File: src/rtl/ctrl_unit_fsm_pkg.sv
// Shared encodings for the multicycle control unit: states, opcodes, ALU codes and
// datapath mux selects, plus the Moore output decode used by the FSM.
package ctrl_unit_fsm_pkg;

  typedef enum logic [3:0] {
    ST_RESET, ST_FETCH, ST_DECODE, ST_R_EXEC, ST_R_WB, ST_I_EXEC, ST_I_WB,
    ST_ADDR, ST_LD_RD, ST_LD_WB, ST_ST_WR, ST_BR, ST_JMP, ST_EXC
  } state_t;

  localparam logic [5:0] OP_R    = 6'h00;
  localparam logic [5:0] OP_J    = 6'h02;
  localparam logic [5:0] OP_BEQ  = 6'h04;
  localparam logic [5:0] OP_BNE  = 6'h05;
  localparam logic [5:0] OP_ADDI = 6'h08;
  localparam logic [5:0] OP_LW   = 6'h23;
  localparam logic [5:0] OP_SW   = 6'h2b;

  localparam logic [5:0] FN_ADD = 6'h20;
  localparam logic [5:0] FN_SUB = 6'h22;
  localparam logic [5:0] FN_AND = 6'h24;

  localparam logic [2:0] ULA_LOAD = 3'b000;
  localparam logic [2:0] ULA_ADD  = 3'b001;
  localparam logic [2:0] ULA_SUB  = 3'b010;
  localparam logic [2:0] ULA_AND  = 3'b011;
  localparam logic [2:0] ULA_CMP  = 3'b111;

  localparam logic       SEL_A_PC      = 1'b0;
  localparam logic       SEL_A_A       = 1'b1;
  localparam logic [1:0] SEL_B_B       = 2'b00;
  localparam logic [1:0] SEL_B_EXT     = 2'b01;
  localparam logic [1:0] SEL_B_EXT_SH2 = 2'b10;
  localparam logic [1:0] SEL_B_FOUR    = 2'b11;
  localparam logic [1:0] WREG_RT       = 2'b00;
  localparam logic [1:0] WREG_RD       = 2'b01;
  localparam logic [2:0] WDATA_ALUOUT  = 3'b000;
  localparam logic [2:0] WDATA_MEM     = 3'b001;
  localparam logic [2:0] PCSRC_ULA     = 3'b000;
  localparam logic [2:0] PCSRC_ALUOUT  = 3'b001;
  localparam logic [2:0] PCSRC_JUMP    = 3'b010;
  localparam logic [2:0] PCSRC_EXC     = 3'b011;
  localparam logic [2:0] ADDR_PC       = 3'b000;
  localparam logic [2:0] ADDR_ALUOUT   = 3'b001;

  localparam logic [1:0] CAUSE_NONE   = 2'b00;
  localparam logic [1:0] CAUSE_OPCODE = 2'b01;
  localparam logic [1:0] CAUSE_OVF    = 2'b10;

  typedef struct packed {
    logic       pc_w;
    logic       mem_w;
    logic       ir_w;
    logic       rb_w;
    logic       ab_w;
    logic       alu_w;
    logic       epc_w;
    logic [2:0] ula_c;
    logic       sel_a;
    logic [1:0] sel_b;
    logic [1:0] sel_writereg;
    logic [2:0] sel_wdata;
    logic [2:0] sel_aluout;
    logic [2:0] sel_mem;
    logic [1:0] exc_cause;
    logic       rst_out;
  } ctrl_out_t;

  // Branch pc_w depends on the live eq flag and is added outside this decode.
  function automatic ctrl_out_t decode_outputs(input state_t s, input logic fetch_done,
                                               input logic [2:0] r_ula, input logic [1:0] cause);
    ctrl_out_t o;
    o = '0;
    case (s)
      ST_RESET: o.rst_out = 1'b1;
      ST_FETCH: begin
        o.sel_mem = ADDR_PC;
        if (fetch_done) begin
          o.ir_w       = 1'b1;
          o.pc_w       = 1'b1;
          o.sel_a      = SEL_A_PC;
          o.sel_b      = SEL_B_FOUR;
          o.ula_c      = ULA_ADD;
          o.sel_aluout = PCSRC_ULA;
        end
      end
      ST_DECODE: begin
        o.ab_w  = 1'b1;
        o.alu_w = 1'b1;
        o.sel_a = SEL_A_PC;
        o.sel_b = SEL_B_EXT_SH2;
        o.ula_c = ULA_ADD;
      end
      ST_R_EXEC: begin
        o.alu_w = 1'b1;
        o.sel_a = SEL_A_A;
        o.sel_b = SEL_B_B;
        o.ula_c = r_ula;
      end
      ST_R_WB: begin
        o.rb_w         = 1'b1;
        o.sel_writereg = WREG_RD;
        o.sel_wdata    = WDATA_ALUOUT;
      end
      ST_I_EXEC, ST_ADDR: begin
        o.alu_w = 1'b1;
        o.sel_a = SEL_A_A;
        o.sel_b = SEL_B_EXT;
        o.ula_c = ULA_ADD;
      end
      ST_I_WB: begin
        o.rb_w         = 1'b1;
        o.sel_writereg = WREG_RT;
        o.sel_wdata    = WDATA_ALUOUT;
      end
      ST_LD_RD: o.sel_mem = ADDR_ALUOUT;
      ST_LD_WB: begin
        o.rb_w         = 1'b1;
        o.sel_writereg = WREG_RT;
        o.sel_wdata    = WDATA_MEM;
      end
      ST_ST_WR: begin
        o.mem_w   = 1'b1;
        o.sel_mem = ADDR_ALUOUT;
      end
      ST_BR: begin
        o.ula_c      = ULA_CMP;
        o.sel_a      = SEL_A_A;
        o.sel_b      = SEL_B_B;
        o.sel_aluout = PCSRC_ALUOUT;
      end
      ST_JMP: begin
        o.pc_w       = 1'b1;
        o.sel_aluout = PCSRC_JUMP;
      end
      ST_EXC: begin
        o.epc_w      = 1'b1;
        o.sel_a      = SEL_A_PC;
        o.sel_b      = SEL_B_FOUR;
        o.ula_c      = ULA_SUB;
        o.exc_cause  = cause;
        o.pc_w       = 1'b1;
        o.sel_aluout = PCSRC_EXC;
      end
      default: o = '0;
    endcase
    return o;
  endfunction

endpackage

File: src/rtl/ctrl_unit_fsm_if.sv
// Control bundle between the control unit (master) and the datapath (slave):
// IR fields and ALU flags in, write enables and mux selects out.
interface ctrl_unit_fsm_if;
  logic [5:0] opcode;
  logic [5:0] funct;
  logic       of;
  logic       eq;
  logic       pc_w;
  logic       mem_w;
  logic       ir_w;
  logic       rb_w;
  logic       ab_w;
  logic       alu_w;
  logic       epc_w;
  logic [2:0] ula_c;
  logic       sel_a;
  logic [1:0] sel_b;
  logic [1:0] sel_writereg;
  logic [2:0] sel_wdata;
  logic [2:0] sel_aluout;
  logic [2:0] sel_mem;
  logic [1:0] exc_cause;
  logic       rst_out;

  modport master (
    input  opcode, funct, of, eq,
    output pc_w, mem_w, ir_w, rb_w, ab_w, alu_w, epc_w, ula_c, sel_a, sel_b,
           sel_writereg, sel_wdata, sel_aluout, sel_mem, exc_cause, rst_out
  );

  modport slave (
    output opcode, funct, of, eq,
    input  pc_w, mem_w, ir_w, rb_w, ab_w, alu_w, epc_w, ula_c, sel_a, sel_b,
           sel_writereg, sel_wdata, sel_aluout, sel_mem, exc_cause, rst_out
  );
endinterface

File: src/rtl/ctrl_unit_fsm_alu_dec.sv
// R-type funct decode: maps funct to an ALU op and flags functs the datapath cannot run.
module ctrl_alu_dec
  import ctrl_unit_fsm_pkg::*;
(
  input  logic [5:0] funct,
  output logic [2:0] ula_c,
  output logic       illegal
);

  always_comb begin
    ula_c   = ULA_LOAD;
    illegal = 1'b0;
    case (funct)
      FN_ADD:  ula_c = ULA_ADD;
      FN_SUB:  ula_c = ULA_SUB;
      FN_AND:  ula_c = ULA_AND;
      default: illegal = 1'b1;
    endcase
  end

endmodule

File: src/rtl/ctrl_unit_fsm.sv
// Multicycle CPU control unit. Define CTRL_EXC_EN to trap bad opcodes/functs and
// arithmetic overflow into an EPC/vector sequence; without it they fall through.
//
// state     | meaning
// ST_RESET  | held in reset, everything idle, rst_out=1
// ST_FETCH  | read instruction at PC, wait MEM_WAIT cycles, load IR and PC+4
// ST_DECODE | load A/B, precompute branch target into ALUOut
// ST_R_EXEC | R-type ALU op from funct
// ST_R_WB   | write ALUOut to rd
// ST_I_EXEC | ADDI: A + sign-ext
// ST_I_WB   | write ALUOut to rt
// ST_ADDR   | LW/SW effective address
// ST_LD_RD  | data read at ALUOut, MEM_WAIT+1 cycles
// ST_LD_WB  | write memory data to rt
// ST_ST_WR  | single-cycle memory write
// ST_BR     | BEQ/BNE compare, conditional PC load from ALUOut
// ST_JMP    | PC <= jump target
// ST_EXC    | EPC <= PC-4, PC <= exception vector
module ctrl_unit_fsm
  import ctrl_unit_fsm_pkg::*;
#(
  parameter int MEM_WAIT = 1,
  parameter int CNT_W    = 3
) (
  input logic             clk,
  input logic             reset,
  ctrl_unit_fsm_if.master bus
);

  localparam logic [CNT_W-1:0] CNT_LAST = CNT_W'(MEM_WAIT);

  state_t           st, st_nxt;
  logic [CNT_W-1:0] cnt, cnt_nxt;
  logic [1:0]       cause, cause_nxt;
  ctrl_out_t        out_q;
  logic [2:0]       r_ula;
  logic             r_illegal;
  logic             wait_done;
  logic             br_take;

  ctrl_alu_dec u_alu_dec (
    .funct   (bus.funct),
    .ula_c   (r_ula),
    .illegal (r_illegal)
  );

  assign wait_done = (cnt == CNT_LAST);

  always_comb begin
    st_nxt    = st;
    cause_nxt = cause;
    case (st)
      ST_RESET: st_nxt = ST_FETCH;
      ST_FETCH: if (wait_done) st_nxt = ST_DECODE;
      ST_DECODE: begin
        case (bus.opcode)
          OP_R:         st_nxt = r_illegal ? ST_EXC : ST_R_EXEC;
          OP_ADDI:      st_nxt = ST_I_EXEC;
          OP_LW, OP_SW: st_nxt = ST_ADDR;
          OP_BEQ, OP_BNE: st_nxt = ST_BR;
          OP_J:         st_nxt = ST_JMP;
          default:      st_nxt = ST_EXC;
        endcase
`ifdef CTRL_EXC_EN
        if (st_nxt == ST_EXC) cause_nxt = CAUSE_OPCODE;
`else
        if (st_nxt == ST_EXC) st_nxt = ST_FETCH;
`endif
      end
      ST_R_EXEC: begin
        st_nxt = ST_R_WB;
`ifdef CTRL_EXC_EN
        if (bus.of && (r_ula == ULA_ADD || r_ula == ULA_SUB)) begin
          st_nxt    = ST_EXC;
          cause_nxt = CAUSE_OVF;
        end
`endif
      end
      ST_I_EXEC: begin
        st_nxt = ST_I_WB;
`ifdef CTRL_EXC_EN
        if (bus.of) begin
          st_nxt    = ST_EXC;
          cause_nxt = CAUSE_OVF;
        end
`endif
      end
      ST_ADDR:  st_nxt = (bus.opcode == OP_LW) ? ST_LD_RD : ST_ST_WR;
      ST_LD_RD: if (wait_done) st_nxt = ST_LD_WB;
      default:  st_nxt = ST_FETCH;
    endcase
  end

  // Counter restarts on every state change and saturates at MEM_WAIT.
  always_comb begin
    cnt_nxt = '0;
    if (st_nxt == st) cnt_nxt = wait_done ? cnt : cnt + CNT_W'(1);
  end

  // Outputs are decoded from the next state so they line up with the state register.
  always_ff @(posedge clk) begin
    if (reset) begin
      st    <= ST_RESET;
      cnt   <= '0;
      cause <= CAUSE_NONE;
      out_q <= decode_outputs(ST_RESET, 1'b0, ULA_LOAD, CAUSE_NONE);
    end else begin
      st    <= st_nxt;
      cnt   <= cnt_nxt;
      cause <= cause_nxt;
      out_q <= decode_outputs(st_nxt, cnt_nxt == CNT_LAST, r_ula, cause_nxt);
    end
  end

  assign br_take = (st == ST_BR) && ((bus.opcode == OP_BNE) ? !bus.eq : bus.eq);

  assign bus.pc_w         = out_q.pc_w | br_take;
  assign bus.mem_w        = out_q.mem_w;
  assign bus.ir_w         = out_q.ir_w;
  assign bus.rb_w         = out_q.rb_w;
  assign bus.ab_w         = out_q.ab_w;
  assign bus.alu_w        = out_q.alu_w;
  assign bus.epc_w        = out_q.epc_w;
  assign bus.ula_c        = out_q.ula_c;
  assign bus.sel_a        = out_q.sel_a;
  assign bus.sel_b        = out_q.sel_b;
  assign bus.sel_writereg = out_q.sel_writereg;
  assign bus.sel_wdata    = out_q.sel_wdata;
  assign bus.sel_aluout   = out_q.sel_aluout;
  assign bus.sel_mem      = out_q.sel_mem;
  assign bus.exc_cause    = out_q.exc_cause;
  assign bus.rst_out      = out_q.rst_out;

endmodule
File: src/flat_wrapper.sv
// flat-port wrapper written by rule: the top's interface ports become plain ports
module ctrl_unit_fsm_flat import ctrl_unit_fsm_pkg::*;
#(
  parameter int MEM_WAIT = 1,
  parameter int CNT_W    = 3
)
  (clk, reset, bus_opcode, bus_funct, bus_of, bus_eq, bus_pc_w, bus_mem_w, bus_ir_w, bus_rb_w, bus_ab_w, bus_alu_w, bus_epc_w, bus_ula_c, bus_sel_a, bus_sel_b, bus_sel_writereg, bus_sel_wdata, bus_sel_aluout, bus_sel_mem, bus_exc_cause, bus_rst_out);
  ctrl_unit_fsm_if bus_i ();
  input logic clk;
  input logic reset;
  input wire logic [$bits(bus_i.opcode)-1:0] bus_opcode;
  input wire logic [$bits(bus_i.funct)-1:0] bus_funct;
  input wire logic [$bits(bus_i.of)-1:0] bus_of;
  input wire logic [$bits(bus_i.eq)-1:0] bus_eq;
  output wire logic [$bits(bus_i.pc_w)-1:0] bus_pc_w;
  output wire logic [$bits(bus_i.mem_w)-1:0] bus_mem_w;
  output wire logic [$bits(bus_i.ir_w)-1:0] bus_ir_w;
  output wire logic [$bits(bus_i.rb_w)-1:0] bus_rb_w;
  output wire logic [$bits(bus_i.ab_w)-1:0] bus_ab_w;
  output wire logic [$bits(bus_i.alu_w)-1:0] bus_alu_w;
  output wire logic [$bits(bus_i.epc_w)-1:0] bus_epc_w;
  output wire logic [$bits(bus_i.ula_c)-1:0] bus_ula_c;
  output wire logic [$bits(bus_i.sel_a)-1:0] bus_sel_a;
  output wire logic [$bits(bus_i.sel_b)-1:0] bus_sel_b;
  output wire logic [$bits(bus_i.sel_writereg)-1:0] bus_sel_writereg;
  output wire logic [$bits(bus_i.sel_wdata)-1:0] bus_sel_wdata;
  output wire logic [$bits(bus_i.sel_aluout)-1:0] bus_sel_aluout;
  output wire logic [$bits(bus_i.sel_mem)-1:0] bus_sel_mem;
  output wire logic [$bits(bus_i.exc_cause)-1:0] bus_exc_cause;
  output wire logic [$bits(bus_i.rst_out)-1:0] bus_rst_out;
  assign bus_i.opcode = bus_opcode;
  assign bus_i.funct = bus_funct;
  assign bus_i.of = bus_of;
  assign bus_i.eq = bus_eq;
  assign bus_pc_w = bus_i.pc_w;
  assign bus_mem_w = bus_i.mem_w;
  assign bus_ir_w = bus_i.ir_w;
  assign bus_rb_w = bus_i.rb_w;
  assign bus_ab_w = bus_i.ab_w;
  assign bus_alu_w = bus_i.alu_w;
  assign bus_epc_w = bus_i.epc_w;
  assign bus_ula_c = bus_i.ula_c;
  assign bus_sel_a = bus_i.sel_a;
  assign bus_sel_b = bus_i.sel_b;
  assign bus_sel_writereg = bus_i.sel_writereg;
  assign bus_sel_wdata = bus_i.sel_wdata;
  assign bus_sel_aluout = bus_i.sel_aluout;
  assign bus_sel_mem = bus_i.sel_mem;
  assign bus_exc_cause = bus_i.exc_cause;
  assign bus_rst_out = bus_i.rst_out;
  ctrl_unit_fsm #(.MEM_WAIT(MEM_WAIT), .CNT_W(CNT_W)) u_core (.clk(clk), .reset(reset), .bus(bus_i));
endmodule
File: config.mk
export PLATFORM = sky130hd
export DESIGN_NAME = ctrl_unit_fsm_flat
export DESIGN_NICKNAME = d
export VERILOG_FILES = /design/src/rtl/ctrl_unit_fsm_pkg.sv /design/src/rtl/ctrl_unit_fsm_if.sv /design/src/rtl/ctrl_unit_fsm_alu_dec.sv /design/src/rtl/ctrl_unit_fsm.sv /design/src/flat_wrapper.sv
export SDC_FILE = /design/constraint.sdc
export NUM_CORES = 1
export LEC_CHECK = 0
export ABC_AREA = 1
export CAP_MARGIN = 20
export CELL_PAD_IN_SITES_DETAIL_PLACEMENT = 1
export CELL_PAD_IN_SITES_GLOBAL_PLACEMENT = 1
export CORE_ASPECT_RATIO = 1.75
export CORE_MARGIN = 2
export CORE_UTILIZATION = 35
export CTS_CLUSTER_DIAMETER = 60
export DETAILED_ROUTE_END_ITERATION = 10
export GPL_TIMING_DRIVEN = 0
export PLACE_DENSITY_LB_ADDON = 0.12
export SYNTH_ARGS = -nofsm -noshare
export SYNTH_HDL_FRONTEND = slang
export SYNTH_SLANG_ARGS = --single-unit
File: constraint.sdc
create_clock -name clk -period 2.9 [get_ports clk]
set_input_delay 0.725 -clock clk [delete_from_list [all_inputs] [get_ports clk]]
set_output_delay 0.725 -clock clk [all_outputs]
set_load 0.02 [all_outputs]
==> metrics.txt, run 1 <==
DIE AREA ~4700 sq um; final wirelength 3380 um; delay-heaviest family, CP buffers and inverters; DRT antenna net count 0; WS Path Type in2out; CP Buf/Inv Count 3; clock power share between 30% and 40%; peak supply drop around 0.28 mV; Total GRT Usage between 10% and 20%; Synth area leader dfxtp_1; final worst setup slack 163 ps; Post-Synth Adder-Cell Area 1.71%; Avg Vias per Cell approximately 4.6; Switch Pwr 0.000281 W; CP max stage delay 520 ps; Critical Path AT between 2000 and 2500 ps; Worst Max-Slew Pin Slew 527 ps; Place WS -287 ps; largest cells by area after synthesis dfxtp_1 (35%), buf_4 (9.7%), nand2_1 (7.7%); syn avg cell area ~7.3 sq um; Final Setup Violations 0; Seq cells post-synth 26; Via Count roughly 1400; compound-cell area share of the yosys netlist 7.76%; status completed; Max H-tree Level 1; clock-pin slew on the worst setup and hold paths about 90 ps; worst-path cell chain clkdlybuf4s50_1, inv_1, nor2_1, nand4_1, xor2_1, o21bai_1, buf_2; initial antenna violation count 0; CTS tree yes; switch share 29.2%; CTS sink cnt 26; Critical Path RT roughly 2200 ps; Comb power frac about 27%; total CTS buffers 3; mapped cell area between 1000 and 1500 sq um; mux cell area share after synthesis 0%; Yosys Warn Count 0; # Post-CTS Setup Buffers 0; commonest non-fill, non-tap cell in the layout clkdlybuf4s50_1; max cap viols 0; first-pass GRT wire length between 5000 and 6000 um; XOR/XNOR Fraction of Synth Area between 1 and 1.5%; crit share post-route a little over nine tenths; Clock Tree Root clkbuf_8; P per Cell Area a little under 500 nW/um^2; commonest cells after routing, fill and taps aside clkdlybuf4s50_1 (32), nand2_1 (30), nor2_1 (29); placed insts just under 300; Startpoint Class primary input; share of cells above drive strength 1 about a fifth; GRT overflow 0; Area growth, synth to finish 33.2%; Slowest-stage cell, CP clkdlybuf4s50_1; DIE HEIGHT 89.7 um; Max clock buf depth 2; setup tns final 0 ps; CP endpoint kind output port; Pleak ~0.93 nW; fin nets approximately 270; chip width about 53 um; Pint between 0.0006 and 0.0007 W; main combinational cell family by area after synthesis simple AND/OR/NAND/NOR gates; I/O pin count 43; GP Congestion 0.785; clk_skew just over 8 ps; DRC violations left 0; Layout Cells excl Fill between 200 and 300; post-synth top area share between 30 and 40%; Core Rows 31; Initial Util around 36%; Final Hold Fails 0; Slew Limit Fails 0; clock latency on the worst-skew pair around 280 ps; RSZ-0062 raised after global routing no; First-pass DRT Iterations 4; CP max FO 4; power share of the sequential group between 40 and 50%; vias in the first global route 1325; detailed placement HPWL 2850 um; sequential share of the synthesized area 35.5%; relative slew slack between 60% and 70%; ANT cells 0; Mapped Cells about 200; Distinct cells, synth 31; Core Region about 4000 sq um; drt wl/cell between 10 and 15 um; HP Class reg2reg; FMAX roughly 370 MHz; pin count of the biggest net entering global routing 16; PortBufs 33; simple-gate area share of the yosys netlist a little over a third; Starting DRT DRC Count 12; Min Clock Period, post-route about 2700 ps
kinds of logic after synthesis:
| family | Yosys count |
|---|---|
| AO/OA/AOI/OAI | 18 |
| XOR/XNOR | 2 |
| adder cells (fa/ha/maj) | 2 |
| buffers and inverters | 49 |
| flip-flops | 26 |
| other | 1 |
| AND/OR/NAND/NOR | 104 |
area by class of cell:
cell class | instances | area, sq um
Clock inverter | 1 | 30.0
Multi-Input combinational cell | 135 | 719
Sequential cell | 26 | 520
Inverter | 27 | 104
Buffer | 22 | 154
Clock buffer | 3 | 41.3
Timing Repair Buffer | 33 | 325
Fill cell | 540 | 2120
Tap cell | 49 | 61.3
per-stage QoR:
step                util, %  power (W)  cell area [sq um]  hold WS (ps)
floorplan                 -   0.000578               1500           570
global placement       46.4   0.000663               1890           615
detailed placement     46.4   0.000668               1890           627
CTS                    48.2   0.000971               1960           660
global route           48.0    0.00101               1960           699
finish                 48.0   0.000959               1960           647
path summary, 6_finish.rpt:
path,startpoint,to,slack (ps),cells after the start
max,bus_opcode[2],bus_pc_w,160,7
min,u_core.cnt[2]$_SDFF_PP0_,u_core.cnt[2]$_SDFF_PP0_,650,3
max reg2reg,u_core.cnt[0]$_SDFF_PP0_,u_core.bus.sel_b[1]$_SDFF_PP0_,930,11
min reg2reg,u_core.cnt[2]$_SDFF_PP0_,u_core.cnt[2]$_SDFF_PP0_,650,3
synth_stat cells:
| master | number |
|---|---|
| and2_4 | 1 |
| inv_4 | 1 |
| nor2_2 | 6 |
| a31oi_1 | 1 |
| nor4_1 | 3 |
| o21bai_1 | 2 |
| nand4_1 | 4 |
| a21oi_4 | 1 |
| nor3_2 | 1 |
| dfxtp_1 | 26 |
| buf_4 | 19 |
| a21oi_1 | 8 |
| inv_2 | 3 |
| inv_1 | 23 |
| clkbuf_1 | 3 |
| nand2_2 | 6 |
| nand2_1 | 30 |
| nor3_1 | 1 |
| ha_1 | 2 |
| o21ai_0 | 4 |
| and2_1 | 1 |
| nor2_8 | 1 |
| nand3_2 | 4 |
| a21oi_2 | 1 |
| xor2_1 | 2 |
| nand4_2 | 1 |
| nand3_1 | 15 |
| o211ai_1 | 1 |
| nand2_4 | 1 |
| conb_1 | 1 |
| nor2_1 | 29 |
registers in the layout (all words and copies together), names as in the netlist, 2 cells and up:
register               flops
u_core.bus.ula_c           3
u_core.cnt                 3
u_core.bus.sel_aluout      2
u_core.bus.sel_b           2
u_core.st                  4
power by group through the flow:
stage / Combinational, W / Clock (W) / Sequential (W)
floorplan: 0.000172 / 0 / 0.000406
global placement: 0.000263 / 0 / 0.000400
detailed placement: 0.000266 / 0 / 0.000402
CTS: 0.000267 / 0.000311 / 0.000394
global route: 0.000293 / 0.000320 / 0.000396
finish: 0.000260 / 0.000306 / 0.000393
metal layers:
layer / track usage [%] / wire length (um)
met1: 16.2 / 1270
met2: 32.6 / 1970
met3: 1.99 / 82
met4: 5.59 / 50
met5: 0 / 0
worst min-delay path, cell delays in order (launching register included):
cell,delay (ps)
dfxtp_1,370
a21oi_1,70
o21ai_0,100
nor4_1,60
timing repair:
action / 4_1_cts / 5_1_grt
hold buffers: 0 / 0
gates resized for setup: 3 / 1
setup endpoints to repair: 1 / 1
(Power assumes the default switching activity.)
==> inputs of run 2 (changes only) <==
--- a/config.mk
+++ b/config.mk
@@ -10,12 +10,12 @@
 export CELL_PAD_IN_SITES_DETAIL_PLACEMENT = 1
 export CELL_PAD_IN_SITES_GLOBAL_PLACEMENT = 1
 export CORE_ASPECT_RATIO = 1.75
-export CORE_MARGIN = 2
 export CORE_UTILIZATION = 35
 export CTS_CLUSTER_DIAMETER = 60
 export DETAILED_ROUTE_END_ITERATION = 10
 export GPL_TIMING_DRIVEN = 0
 export PLACE_DENSITY_LB_ADDON = 0.12
+export SKIP_CTS_REPAIR_TIMING = 1
 export SYNTH_ARGS = -nofsm -noshare
 export SYNTH_HDL_FRONTEND = slang
 export SYNTH_SLANG_ARGS = --single-unit
==> run 2 against run 1 <==
Against the previous run: clock skew fell by 4.7 ps; final area fell by 0.90%; worst hold slack got worse by 3.1 ps; first-iteration DRC count rose by 58%; combinational power barely moved; global-route usage rose by 0.76 points; flip-flop and latch count did not move; total power fell by 7.2%; via count rose by 1.1%; sequential share of layout area rose by 0.24 points; maximum frequency fell by 0.45%; non-clock buffer count did not move; critical path type unchanged; critical endpoint unchanged; highest routed layer unchanged.
==> metrics.txt, run 2 (synthesis gave the netlist of run 1 again) <==
P per Cell Area 459 nW/um^2 (was 491 nW/um^2); CP max stage delay 520 ps (about the same); CP startpoint bus_opcode[2] (unchanged); HP Class reg2reg (unchanged); clock latency on the worst-skew pair 270 ps (was 280 ps); RR Startpoint u_core.cnt[0]$_SDFF_PP0_ (unchanged); peak supply drop 0.232 mV (was 0.276 mV); DIE HEIGHT 87.7 um (was 89.7 um); Min Clock Period, post-route 2750 ps (was 2740 ps); Startpoint Class primary input (unchanged); CP endpoint bus_pc_w (unchanged); CTS sink cnt 26 (unchanged); Total GRT Usage 16.9% (was 16.2%); RSZ-0062 raised after global routing no (unchanged); Critical Path AT 2020 ps (was 2010 ps); Final Setup Violations 0 (unchanged); Max clock buf depth 2 (unchanged); clk_skew 3.52 ps (was 8.23 ps); FMAX 364 MHz (was 365 MHz); Via Count 1369 (was 1354); Hold Path Cell Cnt 4 (was 3); FF-to-FF setup slack 920 ps (was 930 ps); WHS 644 ps (was 647 ps); Pleak 0.925 nW (was 0.933 nW); share of cells above drive strength 1 20.6% (unchanged); crit share post-route 94.8% (was 94.4%); Starting DRT DRC Count 19 (was 12); Slowest-stage cell, CP clkdlybuf4s50_1 (unchanged); Max H-tree Level 1 (unchanged); CP max FO 4 (unchanged); DIE AREA 4470 sq um (was 4750 sq um); Worst R2R Path Depth 13 (was 11); Clock Tree Root clkbuf_8 (unchanged); CP endpoint kind output port (unchanged); GP Congestion 0.788 (was 0.785); ANT cells 0 (unchanged); drt wl/cell 11.4 um (about the same); initial antenna violation count 0 (unchanged); Levels on crit path 7 (unchanged); CTS tree yes (unchanged); first-pass GRT wire length 5690 um (was 5760 um); final wirelength 3370 um (was 3380 um); Slew Limit Fails 0 (unchanged); commonest cells after routing, fill and taps aside clkdlybuf4s50_1 (32), nand2_1 (30), nor2_1 (29) (unchanged); WS Path Type in2out (unchanged); Critical Path RT 2170 ps (about the same); max cap viols 0 (unchanged); Avg Vias per Cell 4.64 (was 4.57); clock-pin slew on the worst setup and hold paths 90 ps (about the same); Core Rows 30 (was 31); vias in the first global route 1334 (was 1325); Place WS -286 ps (was -287 ps); most flop-heavy register u_core.st (unchanged); delay-heaviest family, CP buffers and inverters (unchanged); I/O pin count 43 (unchanged); Area growth, synth to finish 32.1% (was 33.2%); Final Hold Fails 0 (unchanged); DRT antenna net count 0 (unchanged); fin util 49.2% (was 48.0%); Initial Util 37.2% (was 36.0%); detailed placement HPWL 2880 um (was 2850 um); Core Region 3940 sq um (was 4070 sq um); GRT overflow 0 (unchanged); status completed (unchanged); commonest non-fill, non-tap cell in the layout clkdlybuf4s50_1 (unchanged); worst-path cell chain clkdlybuf4s50_1, inv_1, nor2_1, nand4_1, xor2_1, o21bai_1, clkbuf_2 (was clkdlybuf4s50_1, inv_1, nor2_1, nand4_1, xor2_1, o21bai_1, buf_2); chip width 51.0 um (was 53.0 um); final worst setup slack 151 ps (was 163 ps); DRC violations left 0 (unchanged); CP Buf/Inv Count 3 (unchanged); PortBufs 33 (unchanged); max reg flops 4 (unchanged); fin nets 266 (unchanged); FF-to-FF End u_core.bus.ula_c[0]$_SDFF_PP0_ (was u_core.bus.sel_b[1]$_SDFF_PP0_); total CTS buffers 3 (unchanged); pin count of the biggest net entering global routing 15 (was 16); First-pass DRT Iterations 4 (unchanged)
## run 2: cell types whose count changed in the layout (fill, tap and decap cells not counted), sizes merged
cell | before | now
buf | 20 | 19
clkbuf | 6 | 8
bufinv | 1 | 0
## run 2: worst register-to-register path, delay by kind of cell, from the launching register on
kind | cells | cell delay [ps]
flip-flops | 1 | 390
buffers and inverters | 2 | 80
adder cells (fa/ha/maj) | 1 | 180
AO/OA/AOI/OAI | 1 | 60
AND/OR/NAND/NOR | 9 | 1230
## run 2: metal layers
metal	part of all wire, %	global-route usage [%]	routed length, um
met3	2.2	1.04	75
met1	35	16.1	1170
met2	61	35.4	2060
met5	0	0	0
met4	1.8	6.82	62
## run 2: how the worst min path moves through the flow
stage	startpoint	end
4_1_cts	u_core.cnt[1]$_SDFF_PP0_	u_core.cnt[1]$_SDFF_PP0_
5_1_grt	u_core.st[3]$_SDFF_PP0_	u_core.cnt[2]$_SDFF_PP0_
3_5_place_dp	u_core.cnt[1]$_SDFF_PP0_	u_core.cnt[1]$_SDFF_PP0_
6_report	u_core.cnt[1]$_SDFF_PP0_	u_core.cnt[1]$_SDFF_PP0_
3_3_place_gp	u_core.cnt[1]$_SDFF_PP0_	u_core.cnt[1]$_SDFF_PP0_
2_1_floorplan	u_core.cnt[1]$_SDFF_PP0_	u_core.cnt[1]$_SDFF_PP0_
## run 2: cell type report
type / count / area, sq um
multi-input combinational: 135 / 719
inverter: 27 / 104
clock buffer: 4 / 55.1
sequential: 26 / 520
tap: 48 / 60.1
buffer: 22 / 154
timing repair buffer: 33 / 325
fill: 537 / 2000
## run 2: where the power goes
part | internal [W] | total (W) | leakage, nW | switching, W
clock | 0.000122 | 0.000236 | 0.0288 | 0.000115
sequential | 0.000381 | 0.000393 | 0.211 | 0.0000113
combinational | 0.000113 | 0.000261 | 0.685 | 0.000149
total | 0.000615 | 0.000890 | 0.925 | 0.000275
## run 2: per-stage QoR
step	TNS (ps)	power (W)	instance area [sq um]	cells
after floorplan	0	0.000578	1500	210
after global placement	-272	0.000662	1890	291
after detailed placement	-286	0.000668	1890	291
after CTS	-301	0.000903	1940	295
after global routing	0	0.000939	1940	295
final	0	0.000890	1940	295
